**src/rtl/div_sqrt_ctrl_pkg.sv**
```systemverilog
// div_sqrt_ctrl_pkg: FSM states, op encoding, flag bit indices and QNAN for the div/sqrt issue controller
package div_sqrt_ctrl_pkg;
  typedef enum logic [1:0] {
    ST_IDLE = 2'd0,
    ST_WAIT = 2'd1,
    ST_RESP = 2'd2
  } state_e;
  localparam logic OP_DIV = 1'b0;
  localparam logic OP_SQRT = 1'b1;
  localparam int FLAG_OF = 0;
  localparam int FLAG_UF = 1;
  localparam int FLAG_DZ = 2;
  localparam int FLAG_TO = 3;
  localparam logic [31:0] QNAN = 32'h7FC00000;
endpackage

```
**src/rtl/div_sqrt_req_fifo.sv**
```systemverilog
// div_sqrt_req_fifo: DEPTH-entry request queue, full/empty derived from registered occupancy only
module div_sqrt_req_fifo #(
  parameter int DEPTH = 2,
  parameter int W = 8
) (
  input  logic         clk,
  input  logic         rst,
  input  logic         push,
  input  logic         pop,
  input  logic [W-1:0] din,
  output logic [W-1:0] dout,
  output logic         full,
  output logic         empty
);
  localparam int AW = $clog2(DEPTH);
  localparam int CW = AW + 1;
  logic [W-1:0] mem_q [DEPTH];
  logic [W-1:0] mem_d [DEPTH];
  logic [AW-1:0] wr_q, wr_d, rd_q, rd_d;
  logic [CW-1:0] cnt_q, cnt_d;
  logic do_push, do_pop;
  assign full = cnt_q == CW'(DEPTH);
  assign empty = cnt_q == '0;
  assign dout = mem_q[rd_q];
  always_comb begin
    do_push = push && !full;
    do_pop = pop && !empty;
    mem_d = mem_q;
    if (do_push) mem_d[wr_q] = din;
    wr_d = do_push ? wr_q + 1'b1 : wr_q;
    rd_d = do_pop ? rd_q + 1'b1 : rd_q;
    cnt_d = cnt_q + CW'(do_push) - CW'(do_pop);
  end
  always_ff @(posedge clk) begin
    mem_q <= mem_d;
    if (rst) begin
      wr_q <= '0;
      rd_q <= '0;
      cnt_q <= '0;
    end else begin
      wr_q <= wr_d;
      rd_q <= rd_d;
      cnt_q <= cnt_d;
    end
  end
endmodule

```
**src/rtl/div_sqrt_issue_ctrl.sv**
```systemverilog
// div_sqrt_issue_ctrl: queues div/sqrt requests, issues one at a time to the unit, returns tagged responses (WAIT timeout via DIV_SQRT_TIMEOUT_EN)
module div_sqrt_issue_ctrl
  import div_sqrt_ctrl_pkg::*;
#(
  parameter int DEPTH = 2,
  parameter int TAG_W = 4,
  parameter int TIMEOUT_CYCLES = 64
) (
  input  logic             Clk_CI,
  input  logic             Rst_RI,
  input  logic             Req_valid_SI,
  output logic             Req_ready_SO,
  input  logic             Req_op_SI,
  input  logic [31:0]      Req_a_DI,
  input  logic [31:0]      Req_b_DI,
  input  logic [1:0]       Req_rm_SI,
  input  logic [4:0]       Req_pc_SI,
  input  logic [TAG_W-1:0] Req_tag_DI,
  output logic             Resp_valid_SO,
  input  logic             Resp_ready_SI,
  output logic [31:0]      Resp_result_DO,
  output logic [3:0]       Resp_flags_DO,
  output logic [TAG_W-1:0] Resp_tag_DO,
  output logic             Div_start_SO,
  output logic             Sqrt_start_SO,
  output logic [31:0]      Operand_a_DO,
  output logic [31:0]      Operand_b_DO,
  output logic [1:0]       RM_SO,
  output logic [4:0]       Precision_ctl_SO,
  input  logic             Unit_ready_SI,
  input  logic             Unit_done_SI,
  input  logic [31:0]      Unit_result_DI,
  input  logic             Unit_exp_of_SI,
  input  logic             Unit_exp_uf_SI,
  input  logic             Unit_div_zero_SI,
  output logic             Busy_SO
);
  localparam int W = TAG_W + 72;
  localparam int RW = TAG_W + 36;
  state_e state_q, state_d;
  logic [W-1:0] iss_q, iss_d, head;
  logic [RW-1:0] resp_q, resp_d;
  logic start_q, start_d, pop, full, empty, to;
  logic [3:0] uflags, tflags;
  div_sqrt_req_fifo #(.DEPTH(DEPTH), .W(W)) u_fifo (
    .clk(Clk_CI),
    .rst(Rst_RI),
    .push(Req_valid_SI),
    .pop(pop),
    .din({Req_op_SI, Req_a_DI, Req_b_DI, Req_rm_SI, Req_pc_SI, Req_tag_DI}),
    .dout(head),
    .full(full),
    .empty(empty)
  );
`ifdef DIV_SQRT_TIMEOUT_EN
  localparam int CW = $clog2(TIMEOUT_CYCLES) + 1;
  logic [CW-1:0] cnt_q, cnt_d;
  always_comb cnt_d = state_q == ST_WAIT ? cnt_q + 1'b1 : '0;
  assign to = state_q == ST_WAIT && cnt_q == CW'(TIMEOUT_CYCLES - 1);
  always_ff @(posedge Clk_CI) cnt_q <= Rst_RI ? '0 : cnt_d;
`else
  assign to = 1'b0;
`endif
  always_comb begin
    uflags = '0;
    uflags[FLAG_OF] = Unit_exp_of_SI;
    uflags[FLAG_UF] = Unit_exp_uf_SI;
    uflags[FLAG_DZ] = Unit_div_zero_SI;
    tflags = '0;
    tflags[FLAG_TO] = 1'b1;
    state_d = state_q;
    iss_d = iss_q;
    resp_d = resp_q;
    start_d = 1'b0;
    pop = 1'b0;
    if (state_q == ST_IDLE && !empty && Unit_ready_SI) begin
      pop = 1'b1;
      iss_d = head;
      start_d = 1'b1;
      state_d = ST_WAIT;
    end else if (state_q == ST_WAIT && (Unit_done_SI || to)) begin
      resp_d = Unit_done_SI ? {Unit_result_DI, uflags, iss_q[TAG_W-1:0]} : {QNAN, tflags, iss_q[TAG_W-1:0]};
      state_d = ST_RESP;
    end else if (state_q == ST_RESP && Resp_ready_SI) begin
      state_d = ST_IDLE;
    end
  end
  always_ff @(posedge Clk_CI) begin
    if (Rst_RI) begin
      state_q <= ST_IDLE;
      iss_q <= '0;
      resp_q <= '0;
      start_q <= 1'b0;
    end else begin
      state_q <= state_d;
      iss_q <= iss_d;
      resp_q <= resp_d;
      start_q <= start_d;
    end
  end
  assign Req_ready_SO = !full;
  assign Busy_SO = state_q != ST_IDLE || !empty;
  assign Div_start_SO = start_q && iss_q[W-1] == OP_DIV;
  assign Sqrt_start_SO = start_q && iss_q[W-1] == OP_SQRT;
  assign Operand_a_DO = iss_q[TAG_W+39 +: 32];
  assign Operand_b_DO = iss_q[TAG_W+7 +: 32];
  assign RM_SO = iss_q[TAG_W+5 +: 2];
  assign Precision_ctl_SO = iss_q[TAG_W +: 5];
  assign Resp_valid_SO = state_q == ST_RESP;
  assign Resp_result_DO = resp_q[RW-1 -: 32];
  assign Resp_flags_DO = resp_q[TAG_W +: 4];
  assign Resp_tag_DO = resp_q[TAG_W-1:0];
endmodule

```
**config.mk**
```make
export PLATFORM = sky130hd
export DESIGN_NAME = div_sqrt_issue_ctrl
export DESIGN_NICKNAME = d
export VERILOG_FILES = /design/src/rtl/div_sqrt_ctrl_pkg.sv /design/src/rtl/div_sqrt_req_fifo.sv /design/src/rtl/div_sqrt_issue_ctrl.sv
export SDC_FILE = /design/constraint.sdc
export NUM_CORES = 1
export LEC_CHECK = 0
export ABC_AREA = 1
export CELL_PAD_IN_SITES_DETAIL_PLACEMENT = 1
export CELL_PAD_IN_SITES_GLOBAL_PLACEMENT = 1
export CORE_MARGIN = 3
export CORE_UTILIZATION = 40
export CTS_BUF_LIST = sky130_fd_sc_hd__clkbuf_8
export DETAILED_ROUTE_END_ITERATION = 7
export PLACE_DENSITY_LB_ADDON = 0.1
export SLEW_MARGIN = 20
export SYNTH_ARGS = -nofsm -noshare
export SYNTH_HDL_FRONTEND = slang
export SYNTH_SLANG_ARGS = --single-unit
```
**constraint.sdc**
```tcl
create_clock -name Clk_CI -period 5.65 [get_ports Clk_CI]
set_clock_uncertainty 0.05 [all_clocks]
set_input_delay 0.8475 -clock Clk_CI [delete_from_list [all_inputs] [get_ports Clk_CI]]
set_output_delay 0.8475 -clock Clk_CI [all_outputs]
set_load 0.02 [all_outputs]
```
# Word-level counts from Yosys, hierarchy flattened

Index checks and enable logic that the tools add are counted.

Register bits: 275
Word-level logic and storage cells: 54
Output and inout port bits: 116

Add/subtract/negate cells: 4
Muxes and demuxes: 11
Bitwise gates (word level): 4
Order comparisons: 3
Equality and inequality tests: 3
Reductions and logical operators: 19

Operators with widths:

| kind                                                                  | count |
|---|---|
| 76-bit 2-to-1 mux                                                     | 4 |
| 152-bit bitwise mux                                                   | 1 |
| 76-bit demux with 1-bit select                                        | 1 |
| 40-bit 2-to-1 mux                                                     | 1 |
| 1-bit logical AND                                                     | 9 |
| 2-bit == test (second input constant)                                 | 2 |
| 2-bit >= comparator (second input constant)                           | 2 |
| 2-bit zero test                                                       | 2 |
| 2-bit 2-to-1 mux                                                      | 2 |
| 1-bit inverter with 2-bit output                                      | 2 |
| 2-bit nonzero test                                                    | 2 |
| 3-bit nonzero test                                                    | 1 |
| 1-bit adder (second input constant)                                   | 2 |
| 2-bit by 1-bit adder with 2-bit output                                | 1 |
| 2-bit by 1-bit == test with 1-bit output (second input constant)      | 1 |
| 1-bit zero test                                                       | 2 |
| 2-bit by 1-bit < comparator with 1-bit output (second input constant) | 1 |
| 1-bit 2-to-1 mux                                                      | 2 |
| 1-bit inverter                                                        | 2 |
| 2-bit AND reduction                                                   | 1 |
| 2-bit OR reduction                                                    | 1 |
| 2-bit by 1-bit subtractor with 2-bit output                           | 1 |
| 1-bit logical OR                                                      | 1 |

# Longest topological paths before layout

Gate-level depths: netlist of the first run.

Depth in word-level cells: 7
Mapped depth: 11
Gate-level depth less buffers: 10

# By module

Synthesis of the first run repeated with hierarchy kept, for this count alone.

Cells, all modules: 966
Area total of the unflattened synthesis: 10,925.5 um^2

By module, submodules not included:

| module              | times used | sequential area each (um^2) | cells each | area an instance (um^2) |
|---|---|---|---|---|
| div_sqrt_req_fifo   | 1          | 4,644.5                     | 274        | 5,785.5 |
| div_sqrt_issue_ctrl | 1          | 2,382.3                     | 692        | 5,139.9 |

# Worst setup path after synthesis of the first run

Ideal clock, no wire load.

Kind: in2reg
Start point: input Req_valid_SI
End point: register u_fifo.mem_q[0] in the netlist's numbering, enable pin
Required time: 5.089 ns
Stages on the path: 2
Arrival: 4.117 ns
Slack: 0.972 ns
Library setup time: 0.511 ns
Cells stage by stage: nand2_1 nor2_1

Cells in the longest elaborated chain, start to end: 1

RTL lines:

| what                 | line                      | source |
|---|---|---|
| start, declared      | div_sqrt_issue_ctrl.sv:11 | `input logic Req_valid_SI,` |
| 1-bit logical AND    | div_sqrt_req_fifo.sv:26   | `do_push = push && !full;` |
| end signal, assigned | div_sqrt_req_fifo.sv:35   | `mem_q <= mem_d;` |
| end, declared        | div_sqrt_req_fifo.sv:17   | `logic [W-1:0] mem_q [DEPTH];` |

Every way passes these cells.
A chain may end at the register's enable or synchronous reset.

# Worst setup path in the final report of the first run

Start point: register state_q[0]
End point: output Busy_SO

Cells in the longest elaborated chain, start to end: 2

RTL lines:

| what                   | line                       | source |
|---|---|---|
| start, declared        | div_sqrt_issue_ctrl.sv:40  | `state_e state_q, state_d;` |
| start signal, assigned | div_sqrt_issue_ctrl.sv:95  | `state_q <= state_d;` |
| 2-bit nonzero test     | div_sqrt_issue_ctrl.sv:102 | `assign Busy_SO = state_q != ST_IDLE \|\| !empty;` |
| 1-bit logical OR       | div_sqrt_issue_ctrl.sv:102 |  |
| end, declared          | div_sqrt_issue_ctrl.sv:36  | `output logic Busy_SO` |

Every way passes these cells.

==> results of run 1 <==
==> cell usage after synthesis <==
library cell and count:
inv_2 2, nor2_2 1, nand3_2 1, ha_1 2
buf_2 21, edfxtp_1 152, buf_6 2, nand2_1 318
nor2_4 1, clkbuf_1 27, o21ai_0 8, o21ai_1 32
clkbuf_2 1, nor2_1 91, inv_1 11, a21oi_1 2
o22ai_1 1, nand3_1 155, buf_4 72, buf_1 10
dfxtp_1 123, or2_2 1
==> kinds of logic after synthesis <==
logic type               count (synthesis)  share of synthesized area (%)
AND/OR/NAND/NOR                        568                           22.4
flip-flops                             275                           67.1
buffers and inverters                  146                           8.22
AO/OA/AOI/OAI                           43                           2.07
adder cells (fa/ha/maj)                  2                          0.239
==> final cells by class <==
class	count	area, um2
Multi-Input combinational cell	613	2610
Antenna cell	1	2.50
Inverter	13	53.8
Clock buffer	54	743
Fill cell	2782	12100
Tap cell	330	413
Clock inverter	33	125
Sequential cell	275	7030
Timing Repair Buffer	242	2400
==> final timing paths <==
| path | end | cells after the start |
|---|---|---|
| max reg2reg | iss_q[43] | 6 |
| min | resp_q[7] | 2 |
| max | Busy_SO | 3 |
| min reg2reg | resp_q[7] | 2 |
==> state kept, by name (all words and copies together), names as in the netlist <==
name and cells:
start_q 1, u_fifo.mem_q 152, state_q 2, u_fifo.rd_q 1, resp_q 40, u_fifo.cnt_q 2, u_fifo.wr_q 1, iss_q 76
==> through the flow <==
stage          setup slack, ns  power, mW
2_1_floorplan            0.972       3.75
3_3_place_gp              2.59       4.26
3_5_place_dp              2.58       4.29
4_1_cts                   2.89       5.95
5_1_grt                   2.85       6.21
6_report                  2.95       5.84
==> per-layer routing <==
layer  routed length, um  vias up
li1                    -     3681
met1               11200     3548
met2               12200      207
met3                1610       56
met4                 768        4
met5                  27        -
==> where the power goes <==
part / internal (mW) / total [mW] / switching (mW)
Clock: 0.866 / 1.63 / 0.760
Sequential: 2.50 / 2.71 / 0.206
Combinational: 0.575 / 1.51 / 0.930
==> tightest hold or removal path, cell delays in order (launching register included) <==
cell     delay (ns)
dfxtp_1        0.31
nand2_1        0.06
nor2_1         0.04
==> flow_metrics.env, run 1 <==
export IMPL_outcome="complete, no violations"
export IMPL_die_w_um=168
export IMPL_dieArea_mm2=0.0282
export IMPL_grt_max_degree=111
export IMPL_startpoint="state_q[0]"
export IMPL_wl_um=25800
export IMPL_slew_viol_final=0
export IMPL_met3_usage_pct=4.32
export IMPL_fmax_mhz=370
export IMPL_slew_headroom_pct=29.9
export IMPL_first_pass_iters=4
export IMPL_cts_sinks=275
export IMPL_finalWeightedCongestion=0.733
export IMPL_clock_insertion_delay_worst_skew_ns=0.54
export IMPL_fin_crit_sh_pct=47.9
export IMPL_cts_max_level=2
export IMPL_peakVddDrop_uv=461
export IMPL_post_route_drc_count=0
export IMPL_cp_required_ns=4.75
export IMPL_die_h_um=168
export IMPL_setup_viol=0
export IMPL_grt_pass1_vias=7477
export IMPL_wl_per_cell_um=16.5
export IMPL_regToRegStartpoint="u_fifo.rd_q"
export IMPL_syn_nets=1153
export IMPL_grt_use_met1_pct=23.0
export IMPL_holdWs_ns=0.401
export IMPL_cp_cell_sequence="nor2_2 > nand2_1 > clkdlybuf4s50_1"
export IMPL_syn_avg_cell_area_um2=10.1
export IMPL_cp_end_kind="output port"
export IMPL_ys_warn_count=0
export IMPL_yosys_area_top_type="edfxtp_1"
export IMPL_timing_critical_path_buf_inv=1
export IMPL_max_stage_delay_ns=0.54
export IMPL_pin_count=233
export IMPL_p_leak_nw=5.57
export IMPL_mostFrequentLayoutCells="nand2_1 (318), clkdlybuf4s50_1 (232), nand3_1 (155), edfxtp_1 (152), dfxtp_1 (122)"
export IMPL_crit_family="buffers and inverters"
export IMPL_synthToLayoutAreaGrowth_pct=27.7
export IMPL_placed_cell_area_mm2=0.0125
export IMPL_ant_nets=0
export IMPL_criticalPathCategory="register to output port"
export IMPL_ys_seq_area_share_pct=67.1
export IMPL_synth_cells=1034
export IMPL_fin_area_mm2=0.0134
export IMPL_mostFrequentLayoutCell="nand2_1"
export IMPL_cp_max_fo=5
export IMPL_clk_pin_slew_ns=0.06
export IMPL_r2r_slack_ns=3.17
export IMPL_setup_tns_final_ns=0
export IMPL_clk_path_buf_depth=3
export IMPL_ys_ff_latch=275
export IMPL_rsz0062_at_grt="no"
export IMPL_drt_iter0_drc=366
export IMPL_tightest_slew_ns=1.05
export IMPL_yosysTopAreaCellShare_pct=43.6
export IMPL_place_inst=1473
export IMPL_min_delay_start="resp_q[7]"
export IMPL_drv_cap=0
export IMPL_min_path_type="register to register"
export IMPL_clock_root_buffer="clkbuf_8"
export IMPL_layout_min_cycle_time_ns=2.70
export IMPL_power_density_mw_per_mm2=436
export IMPL_nets=1312
export IMPL_io_buffers=232
export IMPL_cts_made_buffers=48
export IMPL_grt_met2_usage_pct=29.5
export IMPL_cts_setup_buffers=0
export IMPL_final_core_util_pct=52.5
export IMPL_initial_core_util_pct=41.1
export IMPL_hpwl_um=15600
export IMPL_rows=58
export IMPL_final_cells=1561
export IMPL_cts_tree="done"
export IMPL_num_vias=7496
export IMPL_timing_final_hold_violations=0
export IMPL_cp_start_kind="register"
export IMPL_cts_resized=0
export IMPL_antenna_found_initial=3
export IMPL_cts_hold_buf=0
export IMPL_synthesis_area_mm2=0.0105
export IMPL_drive_gt1_share_pct=6.10
export IMPL_ys_top_cells_by_area="edfxtp_1 (44%), dfxtp_1 (24%), nand2_1 (11%)"
export IMPL_coreArea_mm2=0.0255
export IMPL_grtUsageTotal_pct=17.9
export IMPL_grt_pass1_wl_um=40300
export IMPL_viasPerCell=4.80
export IMPL_grt_busiest_layer="met2"
export IMPL_synth_distinct_cells=22
export IMPL_crit_path_top_delay_cell="clkdlybuf4s50_1"
export IMPL_globalRoute_totalOverflow=0
export IMPL_worstPathArrival_ns=1.81
(Power assumes the default switching activity.)
==> inputs of run 2 (changes only) <==
==> constraint.sdc (replaced) <==
create_clock -name Clk_CI -period 2.8 [get_ports Clk_CI]
set_clock_uncertainty 0.05 [all_clocks]
set_input_delay 0.42 -clock Clk_CI [delete_from_list [all_inputs] [get_ports Clk_CI]]
set_output_delay 0.42 -clock Clk_CI [all_outputs]
set_load 0.02 [all_outputs]
==> run 2 against run 1 <==
Combinational power is 110% higher. Clock-buffer cell count is 2 lower. Sequential share of layout area is 0.61 points lower. Core utilization is 0.61 points higher. First-iteration DRC count is 21% lower. Cell count is 0.32% higher. Wire length is 0.46% lower. Setup slack worse by 2.4 ns. Critical path depth stayed put. Highest routed layer unchanged.
==> flow_metrics.env, run 2 (synthesis gave the netlist of run 1 again) <==
export IMPL_num_vias=7557
export IMPL_drive_gt1_share_pct=6.72
export IMPL_drt_iter0_drc=288
export IMPL_outcome="complete, no violations"
export IMPL_cts_hold_buf=0
export IMPL_pin_count=233
export IMPL_power_density_mw_per_mm2=876
export IMPL_rows=58
export IMPL_cts_setup_buffers=0
export IMPL_slew_viol_final=0
export IMPL_timing_final_hold_violations=0
export IMPL_cts_tree="done"
export IMPL_grtUsageTotal_pct=17.9
export IMPL_fin_area_mm2=0.0135
export IMPL_rsz0062_at_grt="no"
export IMPL_cp_start_kind="register"
export IMPL_final_cells=1566
export IMPL_worstPathArrival_ns=1.79
export IMPL_clk_pin_slew_ns=0.06
export IMPL_cp_required_ns=2.33
export IMPL_initial_core_util_pct=41.1
export IMPL_clock_insertion_delay_worst_skew_ns=0.55
export IMPL_coreArea_mm2=0.0255
export IMPL_io_buffers=232
export IMPL_cts_sinks=275
export IMPL_antenna_found_initial=2
export IMPL_mostFrequentLayoutCell="nand2_1"
export IMPL_tightest_slew_ns=0.597
export IMPL_max_stage_delay_ns=0.66
export IMPL_synthToLayoutAreaGrowth_pct=29.2
export IMPL_switching_share_pct=32.6
export IMPL_cts_resized=0
export IMPL_reg_top3="u_fifo.mem_q (152), iss_q (76), resp_q (40)"
export IMPL_p_total_mw=11.9
export IMPL_p_leak_nw=5.59
export IMPL_ant_nets=0
export IMPL_dieArea_mm2=0.0282
export IMPL_slew_headroom_pct=60.2
export IMPL_pwr_share_clk_pct=27.5
export IMPL_layout_min_cycle_time_ns=2.26
export IMPL_timing_critical_path_buf_inv=2
export IMPL_mostFrequentLayoutCells="nand2_1 (318), clkdlybuf4s50_1 (232), nand3_1 (155), edfxtp_1 (152), dfxtp_1 (122)"
export IMPL_min_path_type="register to register"
export IMPL_p_sw_mw=3.87
export IMPL_final_core_util_pct=53.1
export IMPL_fin_ws_ns=0.542
export IMPL_crit_family="buffers and inverters"
export IMPL_cp_max_fo=4
export IMPL_cp_end_kind="output port"
export IMPL_crit_path_top_delay_cell="clkdlybuf4s50_1"
export IMPL_nFillCells=2746
export IMPL_globalRoute_totalOverflow=0
export IMPL_r2r_slack_ns=0.95
export IMPL_wl_per_cell_um=16.4
export IMPL_peakVddDrop_uv=1200
export IMPL_place_inst=1478
export IMPL_clock_root_buffer="clkbuf_8"
export IMPL_place_ws_ns=0.570
export IMPL_drv_cap=0
export IMPL_cts_made_buffers=47
export IMPL_grt_pass1_vias=7711
export IMPL_die_h_um=168
export IMPL_nets=1316
export IMPL_viasPerCell=4.83
export IMPL_finalWeightedCongestion=0.745
export IMPL_cts_max_level=2
export IMPL_combPwrFrac_pct=27.2
export IMPL_top_register="u_fifo.mem_q"
export IMPL_hpwl_um=15900
export IMPL_largest_reg_flops=152
export IMPL_grt_max_degree=81
export IMPL_post_route_drc_count=0
export IMPL_placed_cell_area_mm2=0.0127
export IMPL_die_w_um=168
export IMPL_setup_viol=0
export IMPL_wl_um=25700
export IMPL_fin_crit_sh_pct=80.6
export IMPL_holdWs_ns=0.397
export IMPL_p_int_mw=7.99
export IMPL_fmax_mhz=443
export IMPL_setup_tns_final_ns=0
export IMPL_criticalPathCategory="register to output port"
export IMPL_cp_cell_sequence="inv_1 > nor2_1 > clkdlybuf4s50_1"
export IMPL_clk_path_buf_depth=3
export IMPL_first_pass_iters=4
export IMPL_seqPwrFrac_pct=45.4
export IMPL_grt_pass1_wl_um=40700
## run 2: worst paths after layout
kind | cells after the start | endpoint | startpoint
max | 3 | Resp_valid_SO | state_q[1]
min | 2 | resp_q[7] | resp_q[7]
max reg2reg | 9 | u_fifo.cnt_q[1] | state_q[0]
min reg2reg | 2 | resp_q[7] | resp_q[7]
## run 2: final cells by class
cell class | instances | area [um2] | area share, %
multi-input cells | 613 | 2610 | 19.3
flip-flops and latches | 275 | 7030 | 52.0
diodes | 1 | 2.50 | 0.0185
clock buffers | 52 | 716 | 5.29
well taps | 330 | 413 | 3.05
inverters | 13 | 55.1 | 0.407
clock inverters | 35 | 145 | 1.07
repair buffers | 247 | 2560 | 18.9
## run 2: worst register-to-register path, delay by kind of cell (launching register included)
kind | cells | cell delay [ns]
adder cells (fa/ha/maj) | 2 | 0.33
flip-flops | 1 | 0.35
buffers and inverters | 1 | 0.04
AND/OR/NAND/NOR | 5 | 0.86
AO/OA/AOI/OAI | 1 | 0.13
## run 2: metal layers
layer  share of wire, %  GRT usage, %  vias up
met4                2.6          6.12        2
li1                   -             -     3694
met5              0.051             0        -
met1                 42          22.2     3609
met3                6.5          4.51       49
met2                 49          30.7      203
## run 2: power by group through the flow
stage               clock (mW)  sequential [mW]  combinational (mW)
finish                    3.26             5.38                3.22
global route              3.57             5.46                3.58
CTS                       3.38             5.39                3.30
detailed placement           0             5.47                3.29
global placement             0             5.44                3.25
floorplan                    0             5.46                2.10
==> inputs of run 3 (changes only) <==
--- a/config.mk
+++ b/config.mk
@@ -9,7 +9,7 @@
 export CELL_PAD_IN_SITES_DETAIL_PLACEMENT = 1
 export CELL_PAD_IN_SITES_GLOBAL_PLACEMENT = 1
 export CORE_MARGIN = 3
-export CORE_UTILIZATION = 40
+export CORE_UTILIZATION = 36
 export CTS_BUF_LIST = sky130_fd_sc_hd__clkbuf_8
 export DETAILED_ROUTE_END_ITERATION = 7
 export PLACE_DENSITY_LB_ADDON = 0.1
==> constraint.sdc (replaced) <==
create_clock -name Clk_CI -period 1.9 [get_ports Clk_CI]
set_clock_uncertainty 0.05 [all_clocks]
set_input_delay 0.285 -clock Clk_CI [delete_from_list [all_inputs] [get_ports Clk_CI]]
set_output_delay 0.285 -clock Clk_CI [all_outputs]
set_load 0.02 [all_outputs]
==> run 3 against run 2 <==
Die area is 11% higher. Clock-buffer cell count is 4 higher. Setup slack worse by 0.49 ns.
==> flow_metrics.env, run 3 (synthesis gave the netlist of run 1 again) <==
export IMPL_pwr_share_clk_pct=27.8
export IMPL_cts_hold_buf=0
export IMPL_min_delay_start="Req_pc_SI[1]"
export IMPL_grt_max_degree=57
export IMPL_cp_required_ns=1.56
export IMPL_setup_viol=0
export IMPL_final_cells=1626
export IMPL_place_inst=1539
export IMPL_clk_pin_slew_ns=0.06
export IMPL_coreArea_mm2=0.0282
export IMPL_whs_path_depth=1
export IMPL_mostFrequentLayoutCell="nand2_1"
export IMPL_cts_setup_buffers=0
export IMPL_timing_critical_path_buf_inv=1
export IMPL_cts_made_buffers=47
export IMPL_p_sw_mw=5.76
export IMPL_die_w_um=177
export IMPL_ant_nets=0
export IMPL_seqPwrFrac_pct=44.4
export IMPL_grt_pass1_vias=7785
export IMPL_viasPerCell=4.68
export IMPL_antenna_cells=0
export IMPL_criticalPathCategory="register to output port"
export IMPL_pin_count=233
export IMPL_grtUsageTotal_pct=17.0
export IMPL_globalRoute_totalOverflow=0
export IMPL_drive_gt1_share_pct=8.49
export IMPL_combPwrFrac_pct=27.8
export IMPL_synthToLayoutAreaGrowth_pct=32.0
export IMPL_cts_sinks=275
export IMPL_drv_cap=0
export IMPL_nets=1329
export IMPL_worstPathArrival_ns=1.51
export IMPL_outcome="complete, no violations"
export IMPL_placed_cell_area_mm2=0.0129
export IMPL_regToRegStartpoint="state_q[0]"
export IMPL_rows=61
export IMPL_cts_max_level=2
export IMPL_rsz0062_at_grt="no"
export IMPL_first_pass_iters=6
export IMPL_slew_viol_final=0
export IMPL_crit_path_top_delay_cell="clkdlybuf4s50_1"
export IMPL_hpwl_um=16900
export IMPL_largest_reg_flops=152
export IMPL_min_path_type="input port to register"
export IMPL_io_buffers=232
export IMPL_layout_min_cycle_time_ns=1.85
export IMPL_slew_headroom_pct=75.5
export IMPL_finalWeightedCongestion=0.708
export IMPL_cts_tree="done"
export IMPL_switching_share_pct=32.4
export IMPL_crit_family="buffers and inverters"
export IMPL_reg_top3="u_fifo.mem_q (152), iss_q (76), resp_q (40)"
export IMPL_cp_cell_sequence="clkdlybuf4s50_1"
export IMPL_top_register="u_fifo.mem_q"
export IMPL_cp_max_fo=2
export IMPL_initial_core_util_pct=37.1
export IMPL_p_leak_nw=6.00
export IMPL_dieArea_mm2=0.0312
export IMPL_drt_iter0_drc=323
export IMPL_clock_root_buffer="clkbuf_8"
export IMPL_mostFrequentLayoutCells="nand2_1 (316), clkdlybuf4s50_1 (203), nand3_1 (155), edfxtp_1 (152), dfxtp_1 (121)"
export IMPL_post_route_drc_count=0
export IMPL_wl_per_cell_um=16.3
export IMPL_r2r_slack_ns=0.24
export IMPL_tightest_slew_ns=0.367
export IMPL_peakVddDrop_uv=559
export IMPL_cp_start_kind="register"
export IMPL_hold_path_end="u_fifo.mem_q[5]"
export IMPL_clk_path_buf_depth=3
export IMPL_power_density_mw_per_mm2=1290
export IMPL_fmax_mhz=542
export IMPL_max_stage_delay_ns=0.62
export IMPL_p_int_mw=12.0
export IMPL_reg2reg_to="iss_q[68]"
export IMPL_fin_crit_sh_pct=97.1
export IMPL_antenna_found_initial=4
export IMPL_num_vias=7609
export IMPL_die_h_um=177
export IMPL_wl_um=26500
export IMPL_fin_area_mm2=0.0138
export IMPL_rr_worst_depth=7
export IMPL_timing_final_hold_violations=0
export IMPL_clock_insertion_delay_worst_skew_ns=0.53
export IMPL_grt_pass1_wl_um=42200
export IMPL_cp_end_kind="output port"
## run 3: cell count changes in the layout (fill, tap and decap cells not counted), sizes merged
| cell | previous run | this run |
|---|---|---|
| inv | 30 | 31 |
| dlymetal6s2s | 0 | 13 |
| clkdlybuf4s50 | 232 | 203 |
| diode | 1 | 0 |
| clkdlybuf4s15 | 0 | 2 |
| buf | 15 | 28 |
| clkinv | 17 | 13 |
| clkinvlp | 1 | 0 |
| dlygate4sd2 | 0 | 14 |
| clkbuf | 52 | 56 |
## run 3: layout make-up
type / count / area [um2]
Multi-Input combinational cell: 613 / 2630
Timing Repair Buffer: 260 / 2740
Sequential cell: 275 / 7030
Tap cell: 378 / 473
Fill cell: 3100 / 14400
Clock buffer: 56 / 771
Inverter: 13 / 55.1
Clock inverter: 31 / 123
## run 3: metrics by stage
step	setup slack, ns	utilization [%]	TNS [ns]	hold slack [ns]	power [mW]
6_report	0.0547	49.0	0	0.276	17.8
5_1_grt	0.00103	49.0	0	0.250	19.0
4_1_cts	0.00269	48.8	0	0.237	18.1
3_5_place_dp	-0.131	45.7	-4.32	0.383	13.2
3_3_place_gp	-0.146	45.7	-4.31	0.379	13.1
2_1_floorplan	-0.253	-	-36.84	0.299	11.1
## run 3: worst max path at each step
stage | slack [ns] | from | to | depth (start not counted)
6_report | 0.05 | iss_q[64] | Operand_a_DO[21] | 1
3_3_place_gp | -0.15 | Unit_ready_SI | u_fifo.cnt_q[1] | 9
5_1_grt | 0.001 | iss_q[23] | Operand_b_DO[12] | 1
2_1_floorplan | -0.25 | u_fifo.cnt_q[0] | u_fifo.mem_q[0] | 4
4_1_cts | 0.003 | resp_q[0] | Resp_tag_DO[0] | 1
3_5_place_dp | -0.13 | Unit_ready_SI | iss_q[16] | 7
## run 3: what timing repair did
action,CTS,global route
resized for setup,20,14
setup endpoints to repair,16,14
cloned,0,0
## run 3: worst reg2reg max path: cells and delay by family (launching register included)
kind	cells	cell delay, ns
flops	1	0.32
buf+inv	2	0.61
simple gates	5	0.63
## run 3: power by group through the flow
stage	clock (mW)	sequential [mW]	combinational [mW]
6_report	4.95	7.88	4.94
5_1_grt	5.45	8.00	5.53
4_1_cts	5.14	7.90	5.10
3_5_place_dp	0	8.02	5.14
3_3_place_gp	0	7.98	5.07
2_1_floorplan	0	8.04	3.11
## run 3: per-layer routing
| layer | GRT usage (%) | vias to the layer above | wire (um) |
|---|---|---|---|
| li1 | - | 3720 | - |
| met1 | 21.2 | 3641 | 11300 |
| met2 | 29.1 | 192 | 12900 |
| met3 | 4.67 | 48 | 1730 |
| met4 | 4.84 | 8 | 524 |
| met5 | 0 | - | 51 |
